===== src/rtl/rice_partition_scheduler.sv =====
// rice_partition_scheduler: splits a frame's residuals into Rice partitions, ping-pongs
// them between two parameter optimizers and hands the best parameters out in order.
// Ports:
//   iClock, iReset_n          clock, asynchronous active-low reset
//   iEnable                   global advance; low freezes all state and pulses
//   iFrameStart, iM           frame start (IDLE only) and predictor order
//   iValid                    residual sample present
//   oOptValid[1:0]            sample strobe routed to optimizer A (0) or B (1)
//   oOptReset[1:0]            one-cycle optimizer reset pulses
//   oOptNSamples              sample target of the current partition
//   iOptDone[1:0], iOptBest   optimizer completion and {B, A} best parameters
//   oParamValid, oRiceParam,  in-order parameter handoff with partition index,
//   oParamPart, iParamAck     taken on iParamAck
//   oFlush, oFrameDone        end-of-frame pulses
//   oBusy, oError[1:0]        activity and sticky {start-while-busy, overrun} flags
module rice_partition_scheduler #(
    parameter int PARTITION_SIZE  = 1024,
    parameter int PARTS_PER_FRAME = 4,
    parameter int CNT_W           = 11
) (
    input  logic             iClock,
    input  logic             iReset_n,
    input  logic             iEnable,
    input  logic             iFrameStart,
    input  logic [3:0]       iM,
    input  logic             iValid,
    output logic [1:0]       oOptValid,
    output logic [1:0]       oOptReset,
    output logic [CNT_W-1:0] oOptNSamples,
    input  logic [1:0]       iOptDone,
    input  logic [7:0]       iOptBest,
    output logic             oParamValid,
    output logic [3:0]       oRiceParam,
    output logic [2:0]       oParamPart,
    input  logic             iParamAck,
    output logic             oFlush,
    output logic             oFrameDone,
    output logic             oBusy,
    output logic [1:0]       oError
);
    typedef enum logic [1:0] {IDLE, FILL, DRAIN} state_t;

    localparam logic [2:0]       LAST_PART = 3'(PARTS_PER_FRAME - 1);
    localparam logic [CNT_W-1:0] FULL      = CNT_W'(PARTITION_SIZE);

    state_t           state, state_nxt;
    logic [CNT_W-1:0] cnt, target;
    logic [2:0]       part, param_part;
    logic             sel, head;
    logic [1:0]       pending, res_valid, opt_reset, err;
    logic [3:0]       res_a, res_b;
    logic             start, take, wrap, flush, acc;
    logic [1:0]       done_hit, cap, ack_mask, sel_mask;

    always_comb begin
        state_nxt = state;
        start     = iEnable && iFrameStart && state == IDLE;
        take      = iEnable && iValid && state == FILL;
        wrap      = take && cnt == target - CNT_W'(1);
        flush     = iEnable && state == DRAIN && pending == 2'b00 && res_valid == 2'b00;
        case (state)
            IDLE:    if (start) state_nxt = FILL;
            FILL:    if (wrap && part == LAST_PART) state_nxt = DRAIN;
            DRAIN:   if (flush) state_nxt = IDLE;
            default: state_nxt = IDLE;
        endcase
    end

    assign sel_mask     = sel ? 2'b10 : 2'b01;
    assign oOptValid    = take ? sel_mask : 2'b00;
    assign oParamValid  = head ? res_valid[1] : res_valid[0];
    assign oRiceParam   = head ? res_b : res_a;
    assign acc          = iEnable && iParamAck && oParamValid;
    assign ack_mask     = acc ? (head ? 2'b10 : 2'b01) : 2'b00;
    // A done with an unacked result still parked on that side is dropped (overrun).
    assign done_hit     = iEnable ? iOptDone & pending : 2'b00;
    assign cap          = done_hit & ~res_valid;
    assign oOptReset    = opt_reset;
    assign oOptNSamples = target;
    assign oParamPart   = param_part;
    assign oFlush       = flush;
    assign oFrameDone   = flush;
    assign oBusy        = state != IDLE;
    assign oError       = err;

    always_ff @(posedge iClock or negedge iReset_n) begin
        if (!iReset_n) state <= IDLE;
        else if (iEnable) state <= state_nxt;
    end

    always_ff @(posedge iClock or negedge iReset_n) begin
        if (!iReset_n) begin
            cnt        <= '0;
            target     <= '0;
            part       <= '0;
            param_part <= '0;
            sel        <= 1'b0;
            head       <= 1'b0;
            pending    <= '0;
            res_valid  <= '0;
            opt_reset  <= '0;
            err        <= '0;
            res_a      <= '0;
            res_b      <= '0;
        end else begin
            opt_reset <= iEnable ? (start ? 2'b11 : done_hit) : 2'b00;
            if (iEnable) begin
                // New-partition pending wins over a same-cycle completion clear.
                pending   <= (pending & ~done_hit) | (wrap ? sel_mask : 2'b00);
                res_valid <= (res_valid & ~ack_mask) | cap;
                if (cap[0]) res_a <= iOptBest[3:0];
                if (cap[1]) res_b <= iOptBest[7:4];
                if (iFrameStart && state != IDLE) err[1] <= 1'b1;
                if ((take && (pending[sel] || res_valid[sel])) || (iOptDone & res_valid) != 2'b00)
                    err[0] <= 1'b1;
                if (start) begin
                    target     <= FULL - CNT_W'(iM);
                    cnt        <= '0;
                    part       <= '0;
                    sel        <= 1'b0;
                    head       <= 1'b0;
                    param_part <= '0;
                end
                if (take) begin
                    cnt <= wrap ? '0 : cnt + CNT_W'(1);
                    if (wrap) begin
                        sel    <= ~sel;
                        target <= FULL;
                        part   <= part + 3'd1;
                    end
                end
                if (acc) begin
                    head       <= ~head;
                    param_part <= param_part + 3'd1;
                end
            end
        end
    end
endmodule


===== config.mk =====
export PLATFORM = sky130hd
export DESIGN_NAME = rice_partition_scheduler
export DESIGN_NICKNAME = d
export VERILOG_FILES = /design/src/rtl/rice_partition_scheduler.sv
export SDC_FILE = /design/constraint.sdc
export NUM_CORES = 1
export LEC_CHECK = 0
export ABC_AREA = 1
export CAP_MARGIN = 20
export CORE_MARGIN = 3
export CORE_UTILIZATION = 57
export DETAILED_ROUTE_END_ITERATION = 6
export DONT_BUFFER_PORTS = 1
export MAX_ROUTING_LAYER = met4
export PLACE_DENSITY = 0.84
export REMOVE_ABC_BUFFERS = 1
export SYNTH_ARGS = -nofsm -noshare
export SYNTH_HDL_FRONTEND = slang
export SYNTH_SLANG_ARGS = --single-unit

===== constraint.sdc =====
create_clock -name iClock -period 1.8 [get_ports iClock]
set_clock_uncertainty 0.2 [all_clocks]
set_input_delay 0.27 -clock iClock [delete_from_list [all_inputs] [get_ports iClock]]
set_output_delay 0.27 -clock iClock [all_outputs]
set_load 0.01 [all_outputs]

# Word level (Yosys, flattened, before mapping)
# Index checks and enable logic that the tools add are counted.
# classes
n_reduce_logical,29
magnitude_cmp,1
n_mux,34
bitwise_logic,12
addsub,5
n_eq_ne,7
# ops
cell,n
$mux 11,6
$mux 2,11
$mux 3,5
$logic_and 1x1->1,13
$reduce_and 2->1,6
$add 11x1->11 const B,1
$eq 11x11->1,1
$sub 11x1->11 const B,1
$sub 11x4->11 const A,1
$and 2x2->2,5
$mux 1,10
$reduce_bool 2->1,4
$add 3x1->3 const B,2
$logic_not 2->1,3
$not 2->2,3
$pmux 2 s3,1
$mux 4,1
$ne 2x2->1 const B,2
$or 2x2->2,2
$reduce_and 4->1,1
$eq 3x2->1 const B,1
$eq 2x1->1 const B,1
$eq 2x2->1 const B,1
$logic_or 1x1->1,2
other kinds (3),4
# word_totals
input_bits,20
ff_bits,48

# Depth between registers and ports, before layout
# logic_depth
word_depth,6
ltp_mapped,15
depth_no_buf,15

# Worst setup path after synthesis
# OpenSTA, ideal clock, no wires.
# synth_timing
path_kind,register to register
from,register target[0] (netlist: oOptNSamples[0])
to,register target[4] (netlist: oOptNSamples[4])
path_buffers,1
period_less_slack_ns,1.972
path_stages_with_launch,13
t_required_ns,1.471
arrival_time_ns,1.643
setup_ns,0.129
path_slack_ns,-0.172
path_cell_list,dfrtp_1 inv_1 ha_1 nand2_2 nor2_4 nand2_1 nand3_1 nand2_1 nor2_2 nand2_2 buf_6 nand2_4 a22oi_1
# synth_via
elab_chain_len,5
# synth_rtl
element,line,text
start: declaration,47,"logic [CNT_W-1:0] cnt, target;"
start signal: assignment,117,target <= FULL - CNT_W'(iM);
$sub 11x1->11,59,wrap = take && cnt == target - CNT_W'(1);
$eq 11x11->1,59,
$logic_and 1x1->1,59,
$mux 11,126,if (wrap) begin
$mux 11,124,if (take) begin
# No other way between the ends.
# A chain may end at the register's enable or synchronous reset.

# Final worst setup path
# layout_timing
from,register target[0] (netlist: oOptNSamples[0])
to,register target[10] (netlist: oOptNSamples[10])
# Same word-level chain as after synthesis.

==> metrics.csv <==
stage,metric,value,unit
synthesis,ys_seq_area_share,43.8,%
timing,period_minus_slack,2.25,ns
timing,setup_tns,-9.87,ns
place,io_buffer_count,0,
layout,layout_common_cells,"nand2_1, buf_4, dfrtp_1, inv_1, nor2_1",
setup_path,critical_path_class,flop to flop,
power,clock_power_share,19.8,%
synthesis,avgSynthCellArea,7.93,um^2
power,p_comb_share,46.4,%
routing,dr.pass1.iters,5,
timing,setup_ws,-0.452,ns
timing,fmax,0.444,GHz
clock_tree,numCtsBuffers,5,
routing,finalWirelength,10900,um
routing,vias,3144,
clock_tree,clock_tree.htree_level_count,2,
setup_path,r2r_cells,14,
layout,layout.nets,449,
floorplanning,die_x,75.4,um
synthesis,yosysUniqueCellTypes,35,
synthesis,ys_warn_count,0,
timing,setup_violations,36,
global_routing,gr-usage-all-layers,30.6,%
routing,wire_per_inst,22.9,um
floorplanning,core_area,0.00450,mm^2
setup_path,cp.required,1.78,ns
synthesis,netlist_instances,346,
setup_path,crit-reg2reg-launch,oOptNSamples[0],
hold_path,min_delay_worst_endpoint,res_valid[0],
setup_path,end_kind,flop,
setup_path,cp_slowest_stage_delay,0.41,ns
power,p_seq_share,33.8,%
setup_path,path_buf_inv,2,
timing,period_share,125,%
setup_path,reg2reg_slack,-0.45,ns
setup_path,cp_slowest_cell,dfrtp_1,
setup_path,critPathLaunchType,flop,
place,dp_hpwl,5070,um
power,powerDensity,1250,mW/mm^2
floorplanning,dieArea,0.00568,mm^2
global_routing,grt_pass1_wl,12500,um
setup_path,timing.rr.end,oOptNSamples[10],
hold_path,worstHoldStart,iEnable,
routing,drc,0,
floorplanning,num_rows,24,
timing,worst_slew_pin_slew,0.776,ns
power,internal-power,2760,uW
setup_path,crit_chain,"inv_2, ha_4, nand2_4, nor2_4, nand2_2, nand2_1, nand2_1, nand2_2, nor2_4, nand2_4, buf_6, nand2_8, o21ai_2, nand2_1",
global_routing,first_global_vias,2625,
synthesis,ys_ff_latch,48,
power,vdd_drop_max,0.923,mV
power,leakagePower,0.00184,uW
run_status,status,"finished, violations left",
setup_path,crit_top_cell,nand2_1,
place,gp_congestion,0.921,
setup_path,cp_max_fo,6,
setup_path,critical_path_arrival,2.24,ns
power,p_sw_share,41.7,%
clock_tree,clk_latency,0.31,ns
timing,rsz0062_at_grt,yes,
run_status,violations,setup timing,
floorplanning,die_h,75.4,um
routing,ant_nets,0,
timing,drv_slew,0,
hold_path,holdPathStages,3,
routing,first_iter_violations,469,
global_routing,overflow,0,
clock_tree,cts_max_path_buffers,2,
clock_tree,clk_pin_slew_worst_paths,0.10,ns
run,cap_violations,0,
hold_path,worstHoldPathType,input port to flop,
timing,hold_violations,0,
clock_tree,cts.sinks,48,
layout,layout_commonest_cell,nand2_1,
global_routing,antenna_found_initial,0,
timing,slew_headroom,47.7,%
floorplanning,initial_core_util,60.9,%
routing,via_per_inst,6.63,
floorplanning,io-pin-count,48,
power,p_switching,1970,uW
clock_tree,clock-root-buffer,clkbuf_8,
clock_tree,cts_tree,built,
layout,antenna_cells,0,
place,pre_cts_ws,-0.311,ns
layout,drive_above_1_share,34.6,%
global_routing,grt_max_degree,49,
synthesis,netlist_area,0.00274,mm^2
layout,area_growth,38.5,%
setup_path,cpLargestDelayFamily,simple AND/OR/NAND/NOR gates,
what timing repair did:
item                       in CTS  in global routing
pin swaps                       9                 16
gates cloned                    0                  1
buffers inserted                0                 12
hold buffers                   13                  0
hold endpoints to repair       65                  0
gates resized for setup        31                 51
setup endpoints to repair      34                 39
power by group through the flow:
stage	logic [uW]	registers (uW)	clock network [uW]
6_report	2200	1600	937
5_1_grt	2330	1610	965
4_1_cts	1760	1550	906
3_5_place_dp	1590	1560	0
3_3_place_gp	1530	1550	0
2_1_floorplan	871	1580	0
flip-flops by register name (all words and copies together) (netlist names):
register      cells
cnt              11
head              1
res_b             4
oOptNSamples     11
pending           2
part              3
oOptReset         2
res_a             4
res_valid         2
oError            2
state             2
oParamPart        3
sel               1
kinds of logic after synthesis:
group	synth area share, %
AOI/OAI and AO/OA	10.9
xor gates and xnor gates	5.11
adders and majority gates	3.19
buffers and inverters	8.07
DFF	43.8
muxes	3.28
and+or+nand+nor	25.6
worst max path at each step:
stage | start | to | slack [ns] | cells after the start
global placement | oOptNSamples[1] | oOptNSamples[4] | -0.25 | 14
global route | oOptNSamples[0] | oOptNSamples[10] | -0.48 | 14
finish | oOptNSamples[0] | oOptNSamples[10] | -0.45 | 14
floorplan | oOptNSamples[0] | sel | -0.28 | 13
detailed placement | oOptNSamples[1] | oOptNSamples[4] | -0.31 | 12
CTS | oOptNSamples[0] | state[0] | -0.20 | 15
Yosys cell counts:
| cell | count | area, um^2 |
|---|---|---|
| nand2_1 | 90 | 338 |
| dfrtp_1 | 48 | 1200 |
| inv_1 | 44 | 165 |
| nor2_1 | 25 | 93.8 |
| nand3_1 | 23 | 115 |
| o21ai_0 | 20 | 100 |
| o22ai_1 | 12 | 75.1 |
| xor2_1 | 11 | 96.3 |
| mux2_2 | 8 | 90.1 |
| ha_1 | 7 | 87.6 |
| nor2_2 | 7 | 43.8 |
| nor4_1 | 5 | 31.3 |
| xnor2_1 | 5 | 43.8 |
| a21oi_1 | 4 | 20.0 |
| o21ai_1 | 4 | 20.0 |
| a22oi_1 | 3 | 22.5 |
| nand2_2 | 3 | 18.8 |
| a211oi_1 | 2 | 15.0 |
| buf_2 | 2 | 10.0 |
| clkbuf_1 | 2 | 7.51 |
| clkinv_1 | 2 | 7.51 |
| inv_2 | 2 | 7.51 |
| nand4_1 | 2 | 12.5 |
| nor2_4 | 2 | 22.5 |
| nor3_1 | 2 | 10.0 |
| o21ai_2 | 2 | 17.5 |
| a21o_1 | 1 | 7.51 |
| a22o_1 | 1 | 8.76 |
| a31oi_1 | 1 | 6.26 |
| buf_4 | 1 | 7.51 |
| buf_6 | 1 | 11.3 |
| clkbuf_2 | 1 | 5.00 |
| nand2_4 | 1 | 11.3 |
| o21bai_1 | 1 | 7.51 |
| or2_2 | 1 | 6.26 |
per-stage QoR:
stage                     utilization (%)  power [uW]  std cells  area [um^2]  hold WS [ns]
after CTS                            78.2        4210        461         3520        0.0134
final                                84.4        4730        474         3800        0.0274
after global placement               69.8        3080        441         3140        -0.224
after global routing                 84.4        4910        474         3800        0.0239
after floorplan                         -        2450        339         2700        -0.226
after detailed placement             69.8        3150        441         3140        -0.223
worst min-delay path, delay by kind of cell:
family / cells / cell delay, ns
simple gates: 2 / 0.14
compound gates: 1 / 0.09
layout make-up:
cell class / instances / area [um^2]
well taps: 52 / 65.1
repair buffers: 75 / 646
fillers: 216 / 704
inverters: 48 / 189
flip-flops and latches: 48 / 1200
multi-input cells: 243 / 1560
repair inverters: 1 / 5.00
clock inverters: 2 / 60.1
clock buffers: 5 / 68.8
metal layers:
metal / global-route usage [%] / part of all wire [%]
met2: 50.0 / 47
met5: - / 0
met4: 14.6 / 8.0
met1: 35.9 / 34
met3: 6.73 / 11
Power figures use the tool's default switching activity.
